$ cat config.mk
export PLATFORM = sky130hd
export DESIGN_NAME = jk_excitation_driver_flat
export DESIGN_NICKNAME = d
export VERILOG_FILES = /design/src/rtl/jk_excitation_driver_if.sv /design/src/rtl/jk_excitation_driver.sv /design/src/flat_wrapper.sv
export SDC_FILE = /design/constraint.sdc
export NUM_CORES = 1
export LEC_CHECK = 0
export CAP_MARGIN = 20
export CORE_ASPECT_RATIO = 0.75
export CORE_UTILIZATION = 50
export CTS_CLUSTER_DIAMETER = 50
export CTS_CLUSTER_SIZE = 14
export DETAILED_ROUTE_END_ITERATION = 8
export PLACE_DENSITY = 0.81
export SYNTH_ARGS = -nofsm -noshare
export SYNTH_HDL_FRONTEND = slang
export SYNTH_SLANG_ARGS = --single-unit
export TNS_END_PERCENT = 100
$ cat constraint.sdc
create_clock -name clk -period 1.75 [get_ports clk]
set_input_delay 0.35 -clock clk [delete_from_list [all_inputs] [get_ports clk]]
set_output_delay 0.35 -clock clk [all_outputs]
set_load 0.1 [all_outputs]
$ cat src/rtl/jk_excitation_driver_if.sv
// Word handshake between the control sequencer and the JK excitation driver.
// The sequencer is the master; the driver is the slave.
interface jk_excitation_driver_if #(
    parameter int WIDTH = 4
);
    logic             in_valid;
    logic             in_ready;
    logic [WIDTH-1:0] in_data;

    modport master (output in_valid, output in_data, input in_ready);
    modport slave  (input in_valid, input in_data, output in_ready);
endinterface

$ cat src/rtl/jk_excitation_driver.sv
// Serialises a word LSB first into a master-slave JK flop. Each bit gets J/K excitation
// from the fed-back Qs, followed by a read-back check that counts mismatches.
module jk_excitation_driver #(
    parameter int WIDTH      = 4,
    parameter int FB_LAT     = 1,
    parameter int USE_TOGGLE = 0,
    parameter int CNT_W      = 8
) (
    input  logic                 clk,
    input  logic                 clear,
    jk_excitation_driver_if.slave in_if,
    output logic                 Set,
    output logic                 Reset,
    input  logic                 Qs,
    input  logic                 stat_clr,
    output logic                 done,
    output logic                 err,
    output logic [CNT_W-1:0]     mism_cnt
);
    localparam int IDX_W  = (WIDTH > 1) ? $clog2(WIDTH) : 1;
    localparam int WAIT_W = (FB_LAT > 1) ? $clog2(FB_LAT) : 1;
    localparam logic [IDX_W-1:0]  LAST_IDX  = IDX_W'(WIDTH - 1);
    localparam logic [WAIT_W-1:0] LAST_WAIT = WAIT_W'(FB_LAT - 1);

    typedef enum logic [2:0] {IDLE, DRIVE, WAIT, CHECK, DONE} state_t;

    state_t           state_reg;
    logic [WIDTH-1:0] sh_reg;
    logic [WIDTH-1:0] sh_next;
    logic [IDX_W-1:0] bit_idx_reg;
    logic [WAIT_W-1:0] wait_cnt_reg;

    assign sh_next = sh_reg >> 1;

    // J/K pair ({Set, Reset}) that moves the flop from q to target t.
    function automatic logic [1:0] excite(input logic t, input logic q);
        if (t == q)
            return 2'b00;
        else if (USE_TOGGLE != 0)
            return 2'b11;
        else
            return t ? 2'b10 : 2'b01;
    endfunction

    always_ff @(posedge clk or posedge clear) begin
        if (clear) begin
            state_reg      <= IDLE;
            in_if.in_ready <= 1'b0;
            Set            <= 1'b0;
            Reset          <= 1'b0;
            done           <= 1'b0;
            err            <= 1'b0;
            mism_cnt       <= '0;
            sh_reg         <= '0;
            bit_idx_reg    <= '0;
            wait_cnt_reg   <= '0;
        end else begin
            done <= 1'b0;
            case (state_reg)
                IDLE: begin
                    if (in_if.in_valid && in_if.in_ready) begin
                        sh_reg         <= in_if.in_data;
                        bit_idx_reg    <= '0;
                        {Set, Reset}   <= excite(in_if.in_data[0], Qs);
                        in_if.in_ready <= 1'b0;
                        state_reg      <= DRIVE;
                    end else begin
                        in_if.in_ready <= 1'b1;
                    end
                end
                DRIVE: begin
                    Set          <= 1'b0;
                    Reset        <= 1'b0;
                    wait_cnt_reg <= '0;
                    state_reg    <= WAIT;
                end
                WAIT: begin
                    if (wait_cnt_reg == LAST_WAIT)
                        state_reg <= CHECK;
                    else
                        wait_cnt_reg <= wait_cnt_reg + 1'b1;
                end
                CHECK: begin
                    if (Qs != sh_reg[0]) begin
                        err <= 1'b1;
                        if (mism_cnt != {CNT_W{1'b1}})
                            mism_cnt <= mism_cnt + 1'b1;
                    end
                    if (bit_idx_reg == LAST_IDX) begin
                        done      <= 1'b1;
                        state_reg <= DONE;
                    end else begin
                        // Qs sampled here is the flop state the next bit starts from.
                        sh_reg       <= sh_next;
                        bit_idx_reg  <= bit_idx_reg + 1'b1;
                        {Set, Reset} <= excite(sh_next[0], Qs);
                        state_reg    <= DRIVE;
                    end
                end
                DONE: begin
                    in_if.in_ready <= 1'b1;
                    state_reg      <= IDLE;
                end
                default: state_reg <= IDLE;
            endcase
            // Placed last so a clear overrides a same-edge mismatch update.
            if (stat_clr) begin
                err      <= 1'b0;
                mism_cnt <= '0;
            end
        end
    end
endmodule
$ cat src/flat_wrapper.sv
// flat-port wrapper written by rule: the top's interface ports become plain ports
module jk_excitation_driver_flat 
#(
    parameter int WIDTH      = 4,
    parameter int FB_LAT     = 1,
    parameter int USE_TOGGLE = 0,
    parameter int CNT_W      = 8
)
  (clk, clear, Set, Reset, Qs, stat_clr, done, err, mism_cnt, in_if_in_valid, in_if_in_data, in_if_in_ready);
  jk_excitation_driver_if #(.WIDTH(WIDTH)) in_if_i ();
  input  logic clk;
  input  logic clear;
  output logic Set;
  output logic Reset;
  input  logic Qs;
  input  logic stat_clr;
  output logic done;
  output logic err;
  output logic [CNT_W-1:0] mism_cnt;
  input wire logic [$bits(in_if_i.in_valid)-1:0] in_if_in_valid;
  input wire logic [$bits(in_if_i.in_data)-1:0] in_if_in_data;
  output wire logic [$bits(in_if_i.in_ready)-1:0] in_if_in_ready;
  assign in_if_i.in_valid = in_if_in_valid;
  assign in_if_i.in_data = in_if_in_data;
  assign in_if_in_ready = in_if_i.in_ready;
  jk_excitation_driver #(.WIDTH(WIDTH), .FB_LAT(FB_LAT), .USE_TOGGLE(USE_TOGGLE), .CNT_W(CNT_W)) u_core (.clk(clk), .clear(clear), .in_if(in_if_i), .Set(Set), .Reset(Reset), .Qs(Qs), .stat_clr(stat_clr), .done(done), .err(err), .mism_cnt(mism_cnt));
endmodule
Word-level counts from Yosys, hierarchy flattened
Cells that the tools add are included.
- input port bits: 9
- word-level logic and storage cells: 72
- ROM bits: 0
- bits in latches: 0
- output and inout bits: 13
- flip-flop bits (word level): 23
- memory bits (writable): 0
- memories kept: 0
- eq/ne operators: 12
- magnitude comparators: 0
- add/subtract/negate cells: 3
- muxes and demuxes: 33
- reductions and logical operators: 14
- shifts and indexed selects: 0
- divide/modulo/power cells: 0
- bitwise gates (word level): 0
- multiply operators: 0
- operators by type and width (operator ; number):
    $mux 8 ; 4
    $mux 2 ; 6
    $pmux 3 s4 ; 1
    $reduce_bool 2->1 ; 6
    $mux 1 ; 11
    $mux 3 ; 3
    $reduce_and 3->1 ; 3
    $add 8x1->8 const B ; 1
    $mux 4 ; 2
    $ne 8x8->1 const B ; 1
    $pmux 4 s2 ; 1
    $eq 3x2->1 const B ; 2
    $pmux 1 s3 ; 2
    $ne 2x2->1 const B ; 2
    $pmux 1 s2 ; 2
    $pmux 2 s2 ; 1
    $reduce_and 2->1 ; 2
    $eq 3x1->1 const B ; 1
    $eq 3x3->1 const B ; 1
    $logic_not 3->1 ; 1
    $reduce_bool 3->1 ; 1
    $add 2x1->2 const B ; 1
    $eq 1x1->1 ; 2
    $eq 2x2->1 const B ; 1
    other kinds (4) ; 4

Longest topological paths before layout
- word-level depth: 5
- mapped depth: 6
- mapped depth without buffers: 5

Least setup slack after synthesis
OpenSTA, ideal clock, no wires.
- kind: register to register
- start: register u_core.mism_cnt[0]
- end: register u_core.mism_cnt[5]
- period minus slack after synthesis: 2.290 ns
- slack: -0.540 ns
- cell stages (with the launch flop): 6
- arrival: 2.165 ns
- cells stage by stage: dfrtp_1 -> ha_1 -> nand4_2 -> o211ai_4 -> nor3_1 -> mux2_2
- longest elaborated chain between the ends: 5
- elaborated cells on any way between the ends: 8
- classes of those cells: add/sub (1); eq/ne (1); mux (4); reduce/logical (2)
- RTL lines (what ; line ; RTL):
    from (decl) ; jk_excitation_driver.sv:18 ; output logic [CNT_W-1:0] mism_cnt
    from (signal assigned) ; jk_excitation_driver.sv:87 ; mism_cnt <= mism_cnt + 1'b1;
    $add 8x1->8 ; jk_excitation_driver.sv:87 ;
    $mux 8 ; jk_excitation_driver.sv:86 ; if (mism_cnt != {CNT_W{1'b1}})
    $mux 8 ; jk_excitation_driver.sv:84 ; if (Qs != sh_reg[0]) begin
    $mux 8 ; jk_excitation_driver.sv:59 ; case (state_reg)
    $mux 8 ; jk_excitation_driver.sv:107 ; if (stat_clr) begin
Parallel ways exist; a longest one is shown, timed or not. The select of a mux whose other input is x is not followed.
A chain may end at the register's enable or synchronous reset.

Worst setup path after layout
- start: register u_core.mism_cnt[0]
- end: register u_core.mism_cnt[1]
Same word-level chain as after synthesis.

==> results.sh <==
export IMPL_status="complete, but fails checks"
export IMPL_violations="DRC"
export IMPL_crit_path_max_fanout=7
export IMPL_drive_gt1_share_pct=30.8
export IMPL_gr_total_overflow=0
export IMPL_worstMarginPinSlew_ps=277
export IMPL_slowest_delay_ps=480
export IMPL_ys_ff_latch=22
export IMPL_path_cells="ha_4 -> nand4_2 -> o211ai_4 -> buf_4 -> mux2i_1 -> nor2_1"
export IMPL_die_h_um=43.1
export IMPL_whs_ps=354
export IMPL_clk_path_buf_depth=2
export IMPL_power_leakage_nw=0.699
export IMPL_grt_pass1_wl_um=4010
export IMPL_hold_class="in2async"
export IMPL_die_area_um2=2450
export IMPL_ys_types=35
export IMPL_start_util_pct=54.5
export IMPL_postSynthAreaPerCell_um2=9.80
export IMPL_setup_viol=0
export IMPL_drt_wl_total_um=2400
export IMPL_maxCapViolations=0
export IMPL_finalHoldViolCount=0
export IMPL_max_freq_mhz=605
export IMPL_cts_tree="built"
export IMPL_final_net_count=158
export IMPL_h_tree_depth=1
export IMPL_gp_congestion=0.794
export IMPL_synthCells=115
export IMPL_drtIter0Drc=25
export IMPL_drt_pass1_iter_count=6
export IMPL_setup_ws_ps=97.6
export IMPL_finalCritPeriodShare_pct=94.4
export IMPL_hold_buffers=0
export IMPL_cp_end_kind="register"
export IMPL_nFillCells=147
export IMPL_slowest_stage="dfrtp_4"
export IMPL_ys_seq_area_share_pct=48.8
export IMPL_relSlewSlack_pct=81.6
export IMPL_clk_pin_slew_ps=120
export IMPL_routed_via_density=5.52
export IMPL_final_common_cell="nor2_1"
export IMPL_routedWlPerCell_um=14.1
export IMPL_fp_row_count=14
export IMPL_powerDensity_nw_per_um2=1530
export IMPL_arrival_ps=1850
export IMPL_syn_to_final_growth_pct=43.1
export IMPL_postRouteAntennaNets=0
export IMPL_core_region_area_um2=2070
export IMPL_fin_skew_ps=20.0
export IMPL_ioPinCount=22
export IMPL_place_hpwl_um=1810
export IMPL_ys_warn_count=0
export IMPL_drv_slew=0
export IMPL_grt_usage_pct=22.5
export IMPL_cp_required_ps=1950
export IMPL_diodes=0
export IMPL_die_x_um=56.8
export IMPL_post_route_min_period_ps=1650
export IMPL_antenna_found_initial=0
export IMPL_vdd_drop_max_mv=1.01
export IMPL_drc_errors=2
export IMPL_synth_area_um2=1130
export IMPL_multiInputGateArea_um2=556
export IMPL_cts_buffers=3
export IMPL_layout_common_cells="16 x nor2_1, 13 x nand2_1, 13 x buf_12, 13 x dfrtp_1, 10 x buf_4"
export IMPL_grt_pass1_vias=877
export IMPL_grt_max_degree=23
export IMPL_io_buffer_count=21
export IMPL_ff_latch_area_um2=567
export IMPL_clock_sinks=22
export IMPL_largest_register_ffs=8
export IMPL_clock_latency_ps=320
export IMPL_cts_root_buf="clkbuf_4"
export IMPL_critPathKind="reg2reg"
export IMPL_startpoint_type="register"
export IMPL_synth_nets=126
export IMPL_rsz0062_at_grt="false"
export IMPL_pre_cts_ws_ps=-264
export IMPL_vias=939
cell usage after synthesis (all sizes together):
master | n | area share [%]
nand2 | 13 | 4.3
nand4 | 1 | 1.1
o21ai | 5 | 2.2
o22a | 1 | 0.78
dfrtp | 22 | 49
and2 | 2 | 1.1
mux2i | 3 | 2.7
nand3 | 6 | 2.7
or4 | 1 | 0.67
a2bb2oi | 1 | 0.78
nor4 | 1 | 0.56
a21oi | 8 | 3.9
inv | 5 | 1.7
nand4bb | 1 | 1.0
a31oi | 3 | 1.7
xor2 | 3 | 3.0
ha | 2 | 2.2
nand3b | 1 | 0.67
mux2 | 3 | 3.0
nor3 | 1 | 0.44
o211ai | 1 | 1.9
clkbuf | 2 | 0.67
nor2 | 16 | 5.3
o2111ai | 1 | 0.78
buf | 2 | 1.7
o31ai | 1 | 0.67
and3b | 2 | 1.6
or3 | 2 | 1.1
nor2b | 2 | 1.1
nand2b | 1 | 0.56
and2b | 1 | 0.67
xnor2 | 1 | 0.78
layer usage:
layer	vias up	track usage [%]	share of wire [%]
li1	459	-	-
met1	456	30.6	49
met2	19	33.3	45
met3	5	6.71	4.2
met4	0	10.2	1.5
met5	-	0	0
metrics by stage:
stage                     utilization, %  std cells  area [um2]  power (mW)  TNS (ps)
after floorplan                        -        115        1160        1.75     -11.9
after global placement              76.2        166        1580        2.17      -610
after detailed placement            76.2        166        1580        2.23      -764
after CTS                           77.5        170        1600        2.47         0
after global routing                78.0        170        1610        2.62         0
final                               78.0        170        1610        2.46         0
critical path: cells and delay by family (launching register included):
family                     cells  cell delay [ps]
AOI/OAI and AO/OA              1              300
adders and majority gates      1              160
buffers and inverters          1              180
DFF                            1              480
muxes                          1              180
and+or+nand+nor                2              250
power breakdown:
group          internal (mW)  switching [mW]  leakage (nW)  total (mW)
sequential             0.668           0.133         0.268       0.801
clock                 0.0891           0.148        0.0150       0.237
combinational          0.586           0.840         0.415        1.43
timing repair:
action | CTS | global route
setup endpoints to repair | 0 | 2
setup buffers | 0 | 0
resized for setup | 0 | 2
hold endpoints to repair | 0 | 0
final timing paths:
kind                            slack, ps  cells past startpoint                    end                   from
worst max register to register        100                      6     u_core.mism_cnt[1]     u_core.mism_cnt[0]
worst min register to register        490                      1  u_core.bit_idx_reg[0]  u_core.bit_idx_reg[0]
worst max-delay path                  100                      6     u_core.mism_cnt[1]     u_core.mism_cnt[0]
worst min-delay path                  350                      3    u_core.state_reg[1]                  clear
max in group asynchronous            1130                      3     u_core.mism_cnt[0]                  clear
min in group clk                      490                      1  u_core.bit_idx_reg[0]  u_core.bit_idx_reg[0]
cell families after synthesis:
| logic type | Yosys count | synth area share (%) |
|---|---|---|
| compound gates | 21 | 12.7 |
| xor+xnor | 4 | 3.77 |
| fa+ha+maj | 2 | 2.22 |
| buf+inv | 9 | 4.00 |
| flops | 22 | 48.8 |
| mux | 6 | 5.66 |
| simple gates | 51 | 22.9 |
cell type report:
type / instances / area share [%]
clock buffer: 4 / 1.63
timing repair buffer: 31 / 25.8
sequential: 22 / 35.1
inverter: 5 / 1.16
tap: 24 / 1.86
multi-input combinational: 84 / 34.4
Power figures use the tool's default switching activity.
